--- src/rtl/phy_rx_pkg.sv ---
// Shared definitions for the serial RX deserializer: default parameter
// constants and the output-gating FSM state type.
package phy_rx_pkg;

  localparam int DEF_CHANNELS    = 1;
  localparam int DEF_WORD_W      = 8;
  localparam int DEF_SYNC_STAGES = 3;
  localparam int DEF_FIFO_DEPTH  = 4;
  localparam int DEF_PREFILL     = 2;

  // ST_PREFILL: buffering, output held invalid.
  // ST_STREAM : head word presented while the buffer is non-empty.
  typedef enum logic [0:0] {
    ST_PREFILL = 1'b0,
    ST_STREAM  = 1'b1
  } rx_state_e;

endpackage

--- src/rtl/phy_rx_fwft_fifo.sv ---
// First-word-fall-through buffer with occupancy count. A push while full
// is accepted only when a pop happens on the same edge; otherwise the new
// word is dropped and 'drop' flags it. count_nxt is the post-edge
// occupancy so the owner can make same-edge decisions.
module phy_rx_fwft_fifo #(
  parameter int WIDTH = 8,
  parameter int DEPTH = 4
) (
  input  logic                       clk,
  input  logic                       reset,
  input  logic                       push,
  input  logic                       pop,
  input  logic [WIDTH-1:0]           wdata,
  output logic [WIDTH-1:0]           rdata,
  output logic [$clog2(DEPTH):0]     count,
  output logic [$clog2(DEPTH):0]     count_nxt,
  output logic                       drop
);

  localparam int AW = $clog2(DEPTH);
  localparam int CW = AW + 1;
  localparam logic [CW-1:0] FULL_CNT = CW'(DEPTH);

  logic [WIDTH-1:0] mem [DEPTH];
  logic [AW-1:0]    wr_ptr;
  logic [AW-1:0]    rd_ptr;
  logic             full;
  logic             push_ok;
  logic             pop_ok;

  // Accept/drop decisions and next occupancy for this edge.
  always_comb begin
    full      = (count == FULL_CNT);
    pop_ok    = pop && (count != '0);
    push_ok   = push && (!full || pop_ok);
    drop      = push && full && !pop_ok;
    count_nxt = count;
    case ({push_ok, pop_ok})
      2'b10:   count_nxt = count + 1'b1;
      2'b01:   count_nxt = count - 1'b1;
      default: count_nxt = count;
    endcase
  end

  // Head entry falls through to the output.
  assign rdata = mem[rd_ptr];

  // Storage array; contents need no reset because pointers define validity.
  always_ff @(posedge clk) begin
    if (push_ok) mem[wr_ptr] <= wdata;
  end

  // Pointers wrap naturally modulo DEPTH (power of two); count tracks occupancy.
  always_ff @(posedge clk or posedge reset) begin
    if (reset) begin
      wr_ptr <= '0;
      rd_ptr <= '0;
      count  <= '0;
    end else begin
      if (push_ok) wr_ptr <= wr_ptr + 1'b1;
      if (pop_ok)  rd_ptr <= rd_ptr + 1'b1;
      count <= count_nxt;
    end
  end

endmodule

--- src/rtl/phy_rx_deser.sv ---
// Multi-lane serial RX deserializer: per-lane synchronizer, shared bit
// counter, MSB-first shift registers, FWFT output buffer gated by a
// PREFILL/STREAM FSM.
// Optional build macro: PHY_RX_DESER_GLITCH_FILTER_EN replaces each lane's
// synchronized bit by a 3-sample majority vote (two extra cycles of latency).
//
// Output handshake: a word transfers on a rising edge where out_valid and
// out_accept are both high; while out_valid is high and out_accept is low,
// RX_sampled is held stable. out_valid never depends on out_accept.
module phy_rx_deser
  import phy_rx_pkg::*;
#(
  parameter int CHANNELS    = DEF_CHANNELS,
  parameter int WORD_W      = DEF_WORD_W,
  parameter int SYNC_STAGES = DEF_SYNC_STAGES,
  parameter int FIFO_DEPTH  = DEF_FIFO_DEPTH,
  parameter int PREFILL     = DEF_PREFILL
) (
  input  logic                           clk_160mhz,
  input  logic                           reset,
  input  logic [CHANNELS-1:0]            RX,
  input  logic                           out_accept,
  output logic                           out_valid,
  output logic [CHANNELS*WORD_W-1:0]     RX_sampled,
  output logic [$clog2(FIFO_DEPTH):0]    fifo_count,
  output logic                           overflow,
  output logic                           underrun,
  output rx_state_e                      fsm_state
);

  localparam int CNT_W = (WORD_W > 1) ? $clog2(WORD_W) : 1;
  localparam int FCW   = $clog2(FIFO_DEPTH) + 1;
  localparam logic [CNT_W-1:0] CNT_LAST    = CNT_W'(WORD_W - 1);
  localparam logic [FCW-1:0]   PREFILL_CNT = FCW'(PREFILL);

  logic [CHANNELS-1:0][SYNC_STAGES-1:0] sync_q;
  logic [CHANNELS-1:0]                  stable;
  logic [CHANNELS-1:0]                  lane_bit;
  logic [CHANNELS-1:0][WORD_W-2:0]      hist_q;
  logic [CHANNELS-1:0][WORD_W-1:0]      word_nxt;
  logic [CNT_W-1:0]                     bit_cnt;
  logic                                 word_end;
  logic                                 pop;
  logic [FCW-1:0]                       count_nxt;
  logic                                 drop;
  rx_state_e                            state_q;
  rx_state_e                            state_d;
  logic                                 underrun_d;

  // Synchronizer chains: RX enters at bit 0, stable bit leaves the top stage.
  always_ff @(posedge clk_160mhz or posedge reset) begin
    if (reset) begin
      sync_q <= '0;
    end else begin
      for (int i = 0; i < CHANNELS; i++)
        sync_q[i] <= {sync_q[i][SYNC_STAGES-2:0], RX[i]};
    end
  end

  // Pick out each lane's stable (fully synchronized) bit.
  always_comb begin
    stable = '0;
    for (int i = 0; i < CHANNELS; i++)
      stable[i] = sync_q[i][SYNC_STAGES-1];
  end

`ifdef PHY_RX_DESER_GLITCH_FILTER_EN
  logic [CHANNELS-1:0][2:0] filt_q;

  // Last three stable samples per lane for the majority vote.
  always_ff @(posedge clk_160mhz or posedge reset) begin
    if (reset) begin
      filt_q <= '0;
    end else begin
      for (int i = 0; i < CHANNELS; i++)
        filt_q[i] <= {filt_q[i][1:0], stable[i]};
    end
  end

  // Majority of three rejects single-cycle glitches.
  always_comb begin
    lane_bit = '0;
    for (int i = 0; i < CHANNELS; i++)
      lane_bit[i] = (filt_q[i][0] & filt_q[i][1]) |
                    (filt_q[i][0] & filt_q[i][2]) |
                    (filt_q[i][1] & filt_q[i][2]);
  end
`else
  // Stable bit goes straight into the shift register.
  always_comb begin
    lane_bit = stable;
  end
`endif

  assign word_end = (bit_cnt == CNT_LAST);

  // Shared free-running bit counter, 0..WORD_W-1.
  always_ff @(posedge clk_160mhz or posedge reset) begin
    if (reset)         bit_cnt <= '0;
    else if (word_end) bit_cnt <= '0;
    else               bit_cnt <= bit_cnt + 1'b1;
  end

  // Word as it stands after this cycle's bit; pushed when the counter ends.
  always_comb begin
    word_nxt = '0;
    for (int i = 0; i < CHANNELS; i++)
      word_nxt[i] = {hist_q[i], lane_bit[i]};
  end

  // Shift history: only WORD_W-1 bits need keeping, the oldest falls off.
  always_ff @(posedge clk_160mhz or posedge reset) begin
    if (reset) begin
      hist_q <= '0;
    end else begin
      for (int i = 0; i < CHANNELS; i++)
        hist_q[i] <= word_nxt[i][WORD_W-2:0];
    end
  end

  assign pop = out_valid && out_accept;

  phy_rx_fwft_fifo #(
    .WIDTH (CHANNELS*WORD_W),
    .DEPTH (FIFO_DEPTH)
  ) u_fifo (
    .clk       (clk_160mhz),
    .reset     (reset),
    .push      (word_end),
    .pop       (pop),
    .wdata     (word_nxt),
    .rdata     (RX_sampled),
    .count     (fifo_count),
    .count_nxt (count_nxt),
    .drop      (drop)
  );

  // Sticky record that a completed word was lost to a full buffer.
  always_ff @(posedge clk_160mhz or posedge reset) begin
    if (reset)     overflow <= 1'b0;
    else if (drop) overflow <= 1'b1;
  end

  // FSM next state: decisions use the post-edge occupancy.
  always_comb begin
    state_d    = state_q;
    underrun_d = 1'b0;
    case (state_q)
      ST_PREFILL: begin
        if (count_nxt >= PREFILL_CNT) state_d = ST_STREAM;
      end
      ST_STREAM: begin
        if (count_nxt == '0) begin
          state_d    = ST_PREFILL;
          underrun_d = 1'b1;
        end
      end
      default: state_d = ST_PREFILL;
    endcase
  end

  // FSM state and one-cycle underrun pulse.
  always_ff @(posedge clk_160mhz or posedge reset) begin
    if (reset) begin
      state_q  <= ST_PREFILL;
      underrun <= 1'b0;
    end else begin
      state_q  <= state_d;
      underrun <= underrun_d;
    end
  end

  assign out_valid = (state_q == ST_STREAM) && (fifo_count != '0);
  assign fsm_state = state_q;

endmodule

--- config.mk ---
export PLATFORM = sky130hd
export DESIGN_NAME = phy_rx_deser
export DESIGN_NICKNAME = d
export VERILOG_FILES = /design/src/rtl/phy_rx_pkg.sv /design/src/rtl/phy_rx_fwft_fifo.sv /design/src/rtl/phy_rx_deser.sv
export SDC_FILE = /design/constraint.sdc
export NUM_CORES = 1
export LEC_CHECK = 0
export CORE_MARGIN = 2
export CORE_UTILIZATION = 53
export DETAILED_ROUTE_END_ITERATION = 10
export PLACE_DENSITY = 0.74
export RECOVER_POWER = 25
export SYNTH_ARGS = -nofsm -noshare
export SYNTH_HDL_FRONTEND = slang
export SYNTH_SLANG_ARGS = --single-unit
export TNS_END_PERCENT = 20
--- constraint.sdc ---
create_clock -name clk_160mhz -period 3.09 [get_ports clk_160mhz]
set_clock_uncertainty 0.1 [all_clocks]
set_input_delay 0.7725 -clock clk_160mhz [delete_from_list [all_inputs] [get_ports clk_160mhz]]
set_output_delay 0.7725 -clock clk_160mhz [all_outputs]
set_load 0.005 [all_outputs]
==> results of run 1 <==
==> worst reg2reg max path: cells and delay by family, from the launching register on <==
kind / cells / cell delay, ns
flip-flops: 1 / 0.52
AND/OR/NAND/NOR: 2 / 0.34
adder cells (fa/ha/maj): 2 / 0.64
AO/OA/AOI/OAI: 2 / 0.71
buffers and inverters: 1 / 0.07
==> cells in the final DEF, fill, tap and decap left out, types with 3 or more instances in the layout <==
| master | Yosys | layout |
|---|---|---|
| dfrtp_1 | 23 | 23 |
| buf_4 | 1 | 4 |
| and2_2 | 3 | 3 |
| inv_1 | 8 | 8 |
| clkbuf_8 | 0 | 5 |
| mux4_2 | 8 | 8 |
| xor2_1 | 3 | 3 |
| edfxtp_1 | 32 | 32 |
| nor2_1 | 3 | 3 |
| ha_1 | 7 | 7 |
| clkdlybuf4s50_1 | 0 | 18 |
| xnor2_1 | 3 | 3 |
==> routing by layer <==
layer  track usage  vias up  routed length [um]
met2         0.280       23                1530
li1              -      453                   -
met3        0.0500        6                 147
met1         0.178      476                1220
met5             0        -                   0
met4        0.0536        0                  44
==> flip-flops by register name (all words and copies together), names as in the netlist <==
| register | count |
|---|---|
| u_fifo.wr_ptr | 2 |
| overflow | 1 |
| hist_q | 7 |
| bit_cnt | 3 |
| sync_q | 3 |
| fsm_state | 1 |
| u_fifo.mem | 32 |
| underrun | 1 |
| u_fifo.count | 3 |
| u_fifo.rd_ptr | 2 |
==> logic make-up after synthesis <==
| group | count (synthesis) | share of synthesized area |
|---|---|---|
| and+or+nand+nor | 16 | 0.0455 |
| muxes | 9 | 0.0922 |
| buffers and inverters | 11 | 0.0248 |
| AOI/OAI and AO/OA | 6 | 0.0361 |
| DFF | 55 | 0.726 |
| xor gates and xnor gates | 6 | 0.0248 |
| adders and majority gates | 8 | 0.0508 |
==> per-stage QoR <==
step | total power [mW] | hold WS, ns | setup slack [ns] | util
6_report | 2.10 | 0.258 | 0.179 | 0.668
5_1_grt | 2.22 | 0.265 | 0.0338 | 0.668
4_1_cts | 2.13 | 0.263 | 0.109 | 0.668
3_5_place_dp | 1.59 | 0.242 | -0.0479 | 0.632
3_3_place_gp | 1.56 | 0.236 | 0.0410 | 0.632
2_1_floorplan | 1.33 | 0.231 | 0.494 | -
==> power groups by stage <==
stage	Sequential [mW]	Combinational (mW)	Clock, mW
final	0.988	0.577	0.538
after global routing	1.01	0.632	0.580
after CTS	0.994	0.585	0.553
after detailed placement	1.01	0.584	0
after global placement	1.00	0.561	0
after floorplan	0.919	0.413	0
==> worst max path at each step <==
stage / from / endpoint / slack, ns
after detailed placement: out_accept / underrun / -0.05
after floorplan: out_accept / underrun / 0.49
after global placement: out_accept / underrun / 0.04
after global routing: u_fifo.rd_ptr[0] / RX_sampled[0] / 0.03
after CTS: u_fifo.rd_ptr[0] / RX_sampled[0] / 0.11
final: u_fifo.rd_ptr[0] / RX_sampled[0] / 0.18
==> cell type report <==
type,count,share of cell area
clock buffers,5,0.0275
repair buffers,22,0.0840
well taps,48,0.0240
inverters,8,0.0120
flip-flops and latches,55,0.614
clock inverters,3,0.0270
multi-input cells,45,0.211
==> results by group, run 1 <==
Yosys
  – Post-Synthesis Cells: 111
  – Most common cell in the netlist: edfxtp_1
  – Yosys top cell by area: edfxtp_1
  – YS warnings: 0
  – Avg Inst Size Synth: 19.1 sq um
  – Netlist cell types: 28
  – Synth top cells by count: 32 x edfxtp_1, 23 x dfrtp_1, 8 x inv_1, 8 x mux4_2, 7 x ha_1
  – Cells taking the most area after synthesis: edfxtp_1 45%, dfrtp_1 27%, mux4_2 8.5%, ha_1 4.1%, inv_1 1.4%
  – Syn nets: 123
  – Sequential fraction of the synthesis area: 0.726
  – Post-synth EDFFs: 32
  – Register bit total from synthesis: 55
  – Mapped cell area: 2120 sq um
  – FFs w/ async S/R, synth: 0.418
  – Main synth FF type: edfxtp_1
  – Yosys top cell area share: 0.454

Routing
  – Antenna Nets Post-Route: 0
  – Residual DRC: 0
  – DR WL/cell: 15.8 um
  – Vias/cell: 5.15
  – Routed WL: 2.94 mm
  – Iteration-0 DRC Markers: 40
  – Pre-antenna DRT Iters: 4
  – Vias after detailed routing: 958

Pwr
  – Clock power share: 0.256
  – Pleak: 0.958 nW
  – Internal power: 1.55 mW
  – Maximum vdd drop: 0.470 mV
  – Pwr per Cell Area: 841 nW/um^2
  – Comb pwr share: 0.275
  – Sw Ratio: 0.262
  – Sequential power share: 0.470
  – Net Sw Power: 0.551 mW

Die
  – Die ar.: 4520 sq um
  – Site Rows: 22
  – Area of the core: 3740 sq um
  – IO Pins: 19
  – Die Wd: 67.2 um
  – Die H: 67.2 um
  – Initial Util: 0.566

STA
  – Period utilization: 0.942
  – Post-route minimum period: 2.91 ns
  – Fin Setup TNS: 0 ns
  – Least-Margin Pin Slew: 0.859 ns
  – Final Max Tran Viols: 0
  – Fmax: 344 MHz
  – Unrepaired setup endpoints after global routing: no
  – Worst rel slew slack: 0.427
  – Setup Viol. Count Final: 0
  – Final Hold Viols: 0

Worst setup path
  – Crit end category: primary output
  – Crit path max-delay family: flip-flops
  – WS Path Type: reg2out
  – Crit path max-delay cell type: dfrtp_1
  – CP Max Fanout: 9
  – CP Buf/Inv Count: 1
  – Max incr delay on CP: 0.70 ns
  – Worst reg2reg path depth: 7
  – Arr. time, crit path: 2.04 ns
  – WP depth: 2
  – Reg2reg start: u_fifo.count[2]
  – Ordered cell list for the critical path: mux4_2 > clkdlybuf4s50_1
  – Register-to-register setup slack: 0.60 ns
  – WP data required: 2.22 ns
  – Crit start category: flip-flop
  – RR Endpoint: underrun

Global routing
  – Total track usage: 0.157
  – Pin count of the biggest net entering global routing: 24
  – Global-route wire length before repair: 4.83 mm
  – Vias in the first global route: 979
  – Antenna violations before repair: 0
  – Grt ovf: 0

CTS
  – # Post-CTS Setup Buffers: 0
  – Root buf cell: clkbuf_8
  – Clock slew at the register clock pins of the worst setup and hold paths: 0.09 ns
  – CTS tree: built
  – CTS H-tree lvls: 2
  – Hold Buf Count CTS: 0
  – Sink Count: 55
  – Buffer levels on the longest clock path: 2
  – Worst skew pair latency: 0.30 ns
  – CTS buffer count: 5
  – PostCTS Resize Cnt: 0

Min path
  – Min-delay src: sync_q[0]
  – Worst Hold Depth: 0
  – Hold Path End: sync_q[1]
  – Hold Crit Class: reg2reg

Finish
  – Final Instance Area: 2500 sq um
  – Multi-input logic area: 528 sq um
  – Fill count: 262
  – ANT cells: 0
  – Nets: 149
  – Layout cells sized above 1: 0.217
  – Sequential Area: 1540 sq um
  – Area growth syn-to-layout: 18.1%
  – Finished Layout Cells: 186

Place
  – RePlAce Congestion: 0.788
  – Buffers added on ports: 18
  – Detailed Place HPWL: 2.10 mm
  – Post-Place Cells: 178
  – Cell Area, Placed: 2360 sq um

Outcome
  – Outcome: finished clean

Job
  – Max-cap violations: 0
No activity file was read; power rests on OpenSTA's default activity.
==> run 2, diff against run 1 <==
--- a/config.mk
+++ b/config.mk
@@ -5,6 +5,7 @@
 export SDC_FILE = /design/constraint.sdc
 export NUM_CORES = 1
 export LEC_CHECK = 0
+export CORE_ASPECT_RATIO = 0.75
 export CORE_MARGIN = 2
 export CORE_UTILIZATION = 53
 export DETAILED_ROUTE_END_ITERATION = 10
==> results by group, run 2 (synthesis gave the netlist of run 1 again) <==
Outcome
  – Outcome: finished clean

Finish
  – ANT cells: 0
  – Top Registers: u_fifo.mem x32, hist_q x7
  – Most flops, register: u_fifo.mem
  – Area growth syn-to-layout: 16.7%
  – Nets: 151
  – Layout cells sized above 1: 0.221
  – Number of flip-flops in the largest register: 32
  – Most frequent cells in the layout: 32 x edfxtp_1, 23 x dfrtp_1, 18 x clkdlybuf4s50_1, 8 x inv_1, 8 x mux4_2
  – Commonest non-fill, non-tap cell in the layout: edfxtp_1
  – Final Instance Area: 2470 sq um

Die
  – IO Pins: 19
  – Die H: 58.7 um
  – Initial Util: 0.564
  – Site Rows: 19
  – Die Wd: 77.0 um
  – Die ar.: 4520 sq um
  – Area of the core: 3760 sq um

Place
  – RePlAce Congestion: 0.754
  – Buffers added on ports: 18
  – Cell Area, Placed: 2380 sq um
  – Detailed Place HPWL: 2.20 mm

STA
  – Least-Margin Pin Slew: 0.450 ns
  – Fmax: 351 MHz
  – Period utilization: 0.922
  – Worst rel slew slack: 0.700
  – Final Hold Viols: 0
  – Final Max Tran Viols: 0
  – Post-route minimum period: 2.85 ns
  – WHS: 0.271 ns
  – Fin Setup TNS: 0 ns
  – Setup Viol. Count Final: 0
  – Unrepaired setup endpoints after global routing: no

Global routing
  – Grt ovf: 0
  – Global-route wire length before repair: 5.18 mm
  – Total track usage: 0.163
  – Antenna violations before repair: 0
  – Pin count of the biggest net entering global routing: 24
  – Vias in the first global route: 978

Worst setup path
  – Arr. time, crit path: 2.94 ns
  – WP data required: 3.19 ns
  – Reg2reg start: bit_cnt[0]
  – Crit end category: flip-flop
  – RR Endpoint: underrun
  – Register-to-register setup slack: 0.55 ns
  – Crit start category: input port
  – WS Path Type: in2reg
  – CP Max Fanout: 2
  – Worst reg2reg path depth: 11

Routing
  – Pre-antenna DRT Iters: 4
  – Residual DRC: 0
  – Vias/cell: 5.11
  – Iteration-0 DRC Markers: 81
  – Vias after detailed routing: 981
  – Antenna Nets Post-Route: 0
  – Routed WL: 3.13 mm
  – DR WL/cell: 16.3 um

CTS
  – Sink Count: 55
  – CTS buffer count: 5
  – PostCTS Resize Cnt: 0
  – Hold Buf Count CTS: 0
  – Root buf cell: clkbuf_8
  – CTS H-tree lvls: 2
  – CTS tree: built
  – Clock slew at the register clock pins of the worst setup and hold paths: 0.09 ns
  – Worst skew pair latency: 0.30 ns
  – Buffer levels on the longest clock path: 2
  – # Post-CTS Setup Buffers: 0

Job
  – Max-cap violations: 0

Min path
  – Hold Crit Class: reg2reg
  – Min-delay src: sync_q[1]
  – Worst Hold Depth: 0
  – Hold Path End: sync_q[2]

Pwr
  – Pleak: 0.945 nW
  – Pwr per Cell Area: 795 nW/um^2
  – Maximum vdd drop: 0.434 mV
==> run 2: cell types whose count changed in the layout (fill, tap and decap cells not counted) <==
cell and delta:
clkinv_2 +1, buf_4 +2, clkbuf_1 +1, bufinv_16 -2
==> run 2: routing by layer <==
metal  global-route usage  up-vias  share of wire
met3               0.0644        8          0.056
li1                     -      459              -
met4               0.0587        0          0.016
met2                0.263       29           0.51
met5                    0        -              0
met1                0.205      485           0.42
==> run 2: worst max-delay path, cell delays in order <==
cell and delay, ns:
clkdlybuf4s50_1 0.51, nand2_2 0.09, a31oi_4 0.21, inv_1 0.06, ha_1 0.19, inv_1 0.07, fa_1 0.42, nor2b_1 0.16
a211o_1 0.28, and4b_1 0.18
==> run 2: worst max path at each step <==
stage                     from       end  slack (ns)  cells after the start
finish              out_accept  underrun        0.24                     10
floorplan           out_accept  underrun        0.49                      9
CTS                 out_accept  underrun        0.25                     10
detailed placement  out_accept  underrun       -0.07                     10
global placement    out_accept  underrun        0.03                     10
global route        out_accept  underrun        0.19                     10
==> run 2: power by group <==
group	switching (mW)	internal, mW
sequential	0.113	0.846
combinational	0.239	0.394
clock	0.213	0.159
total	0.565	1.40
==> run 2: area by class of cell <==
| type | instances | area, sq um |
|---|---|---|
| multi-input cells | 45 | 528 |
| inverters | 8 | 30.0 |
| clock inverters | 2 | 12.5 |
| flip-flops and latches | 55 | 1540 |
| well taps | 52 | 65.1 |
| fillers | 271 | 1290 |
| clock buffers | 6 | 72.6 |
| repair buffers | 24 | 225 |
==> run 2: stage by stage <==
step / cells / utilization / power (mW) / setup WS (ns)
floorplan: 111 / - / 1.33 / 0.494
global placement: 184 / 0.635 / 1.57 / 0.0323
detailed placement: 184 / 0.635 / 1.62 / -0.0724
CTS: 192 / 0.658 / 1.99 / 0.255
global route: 192 / 0.658 / 2.08 / 0.188
finish: 192 / 0.658 / 1.96 / 0.242
==> run 3, diff against run 2 <==
--- a/config.mk
+++ b/config.mk
@@ -13,5 +13,6 @@
 export RECOVER_POWER = 25
 export SYNTH_ARGS = -nofsm -noshare
 export SYNTH_HDL_FRONTEND = slang
+export SYNTH_HIERARCHICAL = 1
 export SYNTH_SLANG_ARGS = --single-unit
 export TNS_END_PERCENT = 20
==> results by group, run 3 <==
Outcome
  – Outcome: finished clean

Yosys
  – Sequential fraction of the synthesis area: 0.713
  – FFs w/ async S/R, synth: 0.418
  – Yosys top cell area share: 0.446
  – Netlist cell types: 33
  – Register bit total from synthesis: 55
  – Avg Inst Size Synth: 18.4 sq um
  – Main synth FF type: edfxtp_1
  – Syn nets: 128
  – Cells taking the most area after synthesis: edfxtp_1 45%, dfrtp_1 27%, mux4_2 8.4%, ha_1 3.5%, and2_2 1.4%
  – Post-synth EDFFs: 32
  – Post-Synthesis Cells: 117
  – Most common cell in the netlist: edfxtp_1
  – Yosys top cell by area: edfxtp_1
  – YS warnings: 6
  – Synth top cells by count: 32 x edfxtp_1, 23 x dfrtp_1, 8 x mux4_2
  – Mapped cell area: 2150 sq um

Global routing
  – Vias in the first global route: 1010
  – Antenna violations before repair: 0
  – Grt met3 use: 0.0595
  – Total track usage: 0.161
  – GR Util met2: 0.240
  – Global-route wire length before repair: 5.11 mm
  – Global route hottest layer: met2
  – Pin count of the biggest net entering global routing: 17
  – M1 GR Usage: 0.219
  – Grt ovf: 0

Pwr
  – Sequential power share: 0.478
  – Pleak: 0.937 nW
  – Sw Ratio: 0.285
  – Pwr per Cell Area: 803 nW/um^2
  – Maximum vdd drop: 0.413 mV
  – Comb pwr share: 0.342
  – Net Sw Power: 0.572 mW
  – Internal power: 1.43 mW
  – Clock power share: 0.181
  – Power Total: 2.01 mW

Finish
  – Top Registers: u_fifo/mem x32, hist_q x7
  – Commonest non-fill, non-tap cell in the layout: edfxtp_1
  – Final Instance Area: 2500 sq um
  – Fill count: 285
  – Utilization after layout: 0.628
  – Sequential Area: 1540 sq um
  – ANT cells: 0
  – Layout cells sized above 1: 0.208
  – Multi-input logic area: 571 sq um
  – Area growth syn-to-layout: 15.9%
  – Number of flip-flops in the largest register: 32
  – Most frequent cells in the layout: 32 x edfxtp_1, 23 x dfrtp_1, 18 x clkdlybuf4s50_1, 8 x mux4_2
  – Nets: 154
  – Most flops, register: u_fifo/mem

Die
  – Site Rows: 20
  – Die H: 59.2 um
  – Die Wd: 77.6 um
  – Die ar.: 4600 sq um
  – Area of the core: 3980 sq um
  – Initial Util: 0.542
  – IO Pins: 19

Routing
  – Vias after detailed routing: 1085
  – Pre-antenna DRT Iters: 5
  – Routed WL: 3.34 mm
  – Iteration-0 DRC Markers: 74
  – DR WL/cell: 16.8 um
  – Vias/cell: 5.45
  – Antenna Nets Post-Route: 0
  – Residual DRC: 0

CTS
  – CTS buffer count: 5
  – Buffer levels on the longest clock path: 2
  – PostCTS Resize Cnt: 0
  – Root buf cell: clkbuf_8
  – CTS H-tree lvls: 2
  – # Post-CTS Setup Buffers: 0
  – CTS tree: built
  – Worst skew pair latency: 0.30 ns
  – Clock slew at the register clock pins of the worst setup and hold paths: 0.09 ns
  – Hold Buf Count CTS: 0
  – Sink Count: 55

Place
  – Buffers added on ports: 18
  – Detailed Place HPWL: 2.28 mm
  – Cell Area, Placed: 2420 sq um
  – RePlAce Congestion: 0.887

Worst setup path
  – Crit path max-delay cell type: clkdlybuf4s50_1
  – Ordered cell list for the critical path: clkdlybuf4s50_1 > o311a_1 > o31ai_1 > or2_2 > fa_1 > o21ba_2 > o211ai_1 > a22oi_1 > a211o_1
  – CP Max Fanout: 3
  – WS Path Type: in2reg
  – Register-to-register setup slack: 0.47 ns
  – Crit path max-delay family: compound AO/OA/AOI/OAI gates
  – Arr. time, crit path: 3.11 ns
  – Crit end category: flip-flop
  – CP Buf/Inv Count: 1
  – Max incr delay on CP: 0.46 ns
  – WP data required: 3.23 ns
  – Crit start category: input port

STA
  – Worst rel slew slack: 0.538
  – Period utilization: 0.964
  – Setup Viol. Count Final: 0
  – Final Hold Viols: 0
  – Least-Margin Pin Slew: 0.692 ns
  – Unrepaired setup endpoints after global routing: no
  – WHS: 0.256 ns
  – Post-route minimum period: 2.98 ns
  – Fmax: 336 MHz
  – Final Max Tran Viols: 0

Min path
  – Hold Crit Class: reg2reg

Job
  – Max-cap violations: 0
## run 3: cell types whose count changed in the layout (fill, tap and decap cells not counted), sizes merged, moves of 2 or more
cell	before	now
inv	8	6
nand2	3	0
nand3b	0	2
nor2b	2	0
o211ai	0	3
or2	0	2
## run 3: cell families (layout without fill, tap and decap cells)
| logic type | count (synthesis) | in the layout | share of synthesized area |
|---|---|---|---|
| AO/OA/AOI/OAI | 14 | 14 | 0.0569 |
| multiplexers | 9 | 9 | 0.0906 |
| flip-flops | 55 | 55 | 0.713 |
| adder cells (fa/ha/maj) | 7 | 7 | 0.0441 |
| XOR/XNOR | 5 | 5 | 0.0203 |
| buffers and inverters | 10 | 37 | 0.0221 |
| AND/OR/NAND/NOR | 17 | 17 | 0.0528 |
## run 3: power groups by stage
stage          Sequential, mW  Clock, mW  Combinational (mW)
2_1_floorplan           0.929          0               0.421
3_3_place_gp            0.968          0               0.664
3_5_place_dp            0.974          0               0.693
4_1_cts                 0.959      0.369               0.695
5_1_grt                 0.974      0.399               0.739
6_report                0.958      0.362               0.685
## run 3: final timing paths
check / cells after the start / to / startpoint
setup / recovery: 9 / fsm_state / out_accept
hold / removal: 0 / sync_q[1] / sync_q[0]
setup reg to reg: 8 / fsm_state / u_fifo/count[0]
hold reg to reg: 0 / sync_q[1] / sync_q[0]
max in group asynchronous: 2 / hist_q[2] / reset
min in group asynchronous: 2 / u_fifo/rd_ptr[0] / reset
## run 3: layout make-up
class	instances	share of cell area
tap	55	0.0276
multi-input combinational	52	0.228
inverter	6	0.00902
sequential	55	0.615
clock buffer	7	0.0306
timing repair buffer	23	0.0872
clock inverter	1	0.00200
## run 3: stage by stage
stage / TNS, ns / worst slack (ns) / std cells
floorplan: 0 / 0.339 / 117
global placement: -0.121 / -0.0708 / 191
detailed placement: -0.444 / -0.186 / 191
CTS: 0 / 0.121 / 199
global route: 0 / 0.0535 / 199
finish: 0 / 0.113 / 199
## run 3: routing by layer
layer / part of all wire / up-vias
met2: 0.48 / 28
met5: 0 / -
met4: 0.016 / 0
li1: - / 491
met3: 0.063 / 6
met1: 0.44 / 560
## run 3: worst reg2reg max path, stage by stage (launching register included)
cell,delay [ns]
dfrtp_1,0.52
o311a_1,0.24
o31ai_1,0.10
or2_2,0.30
fa_1,0.45
o21ba_2,0.26
o211ai_1,0.10
a22oi_1,0.33
a211o_1,0.17
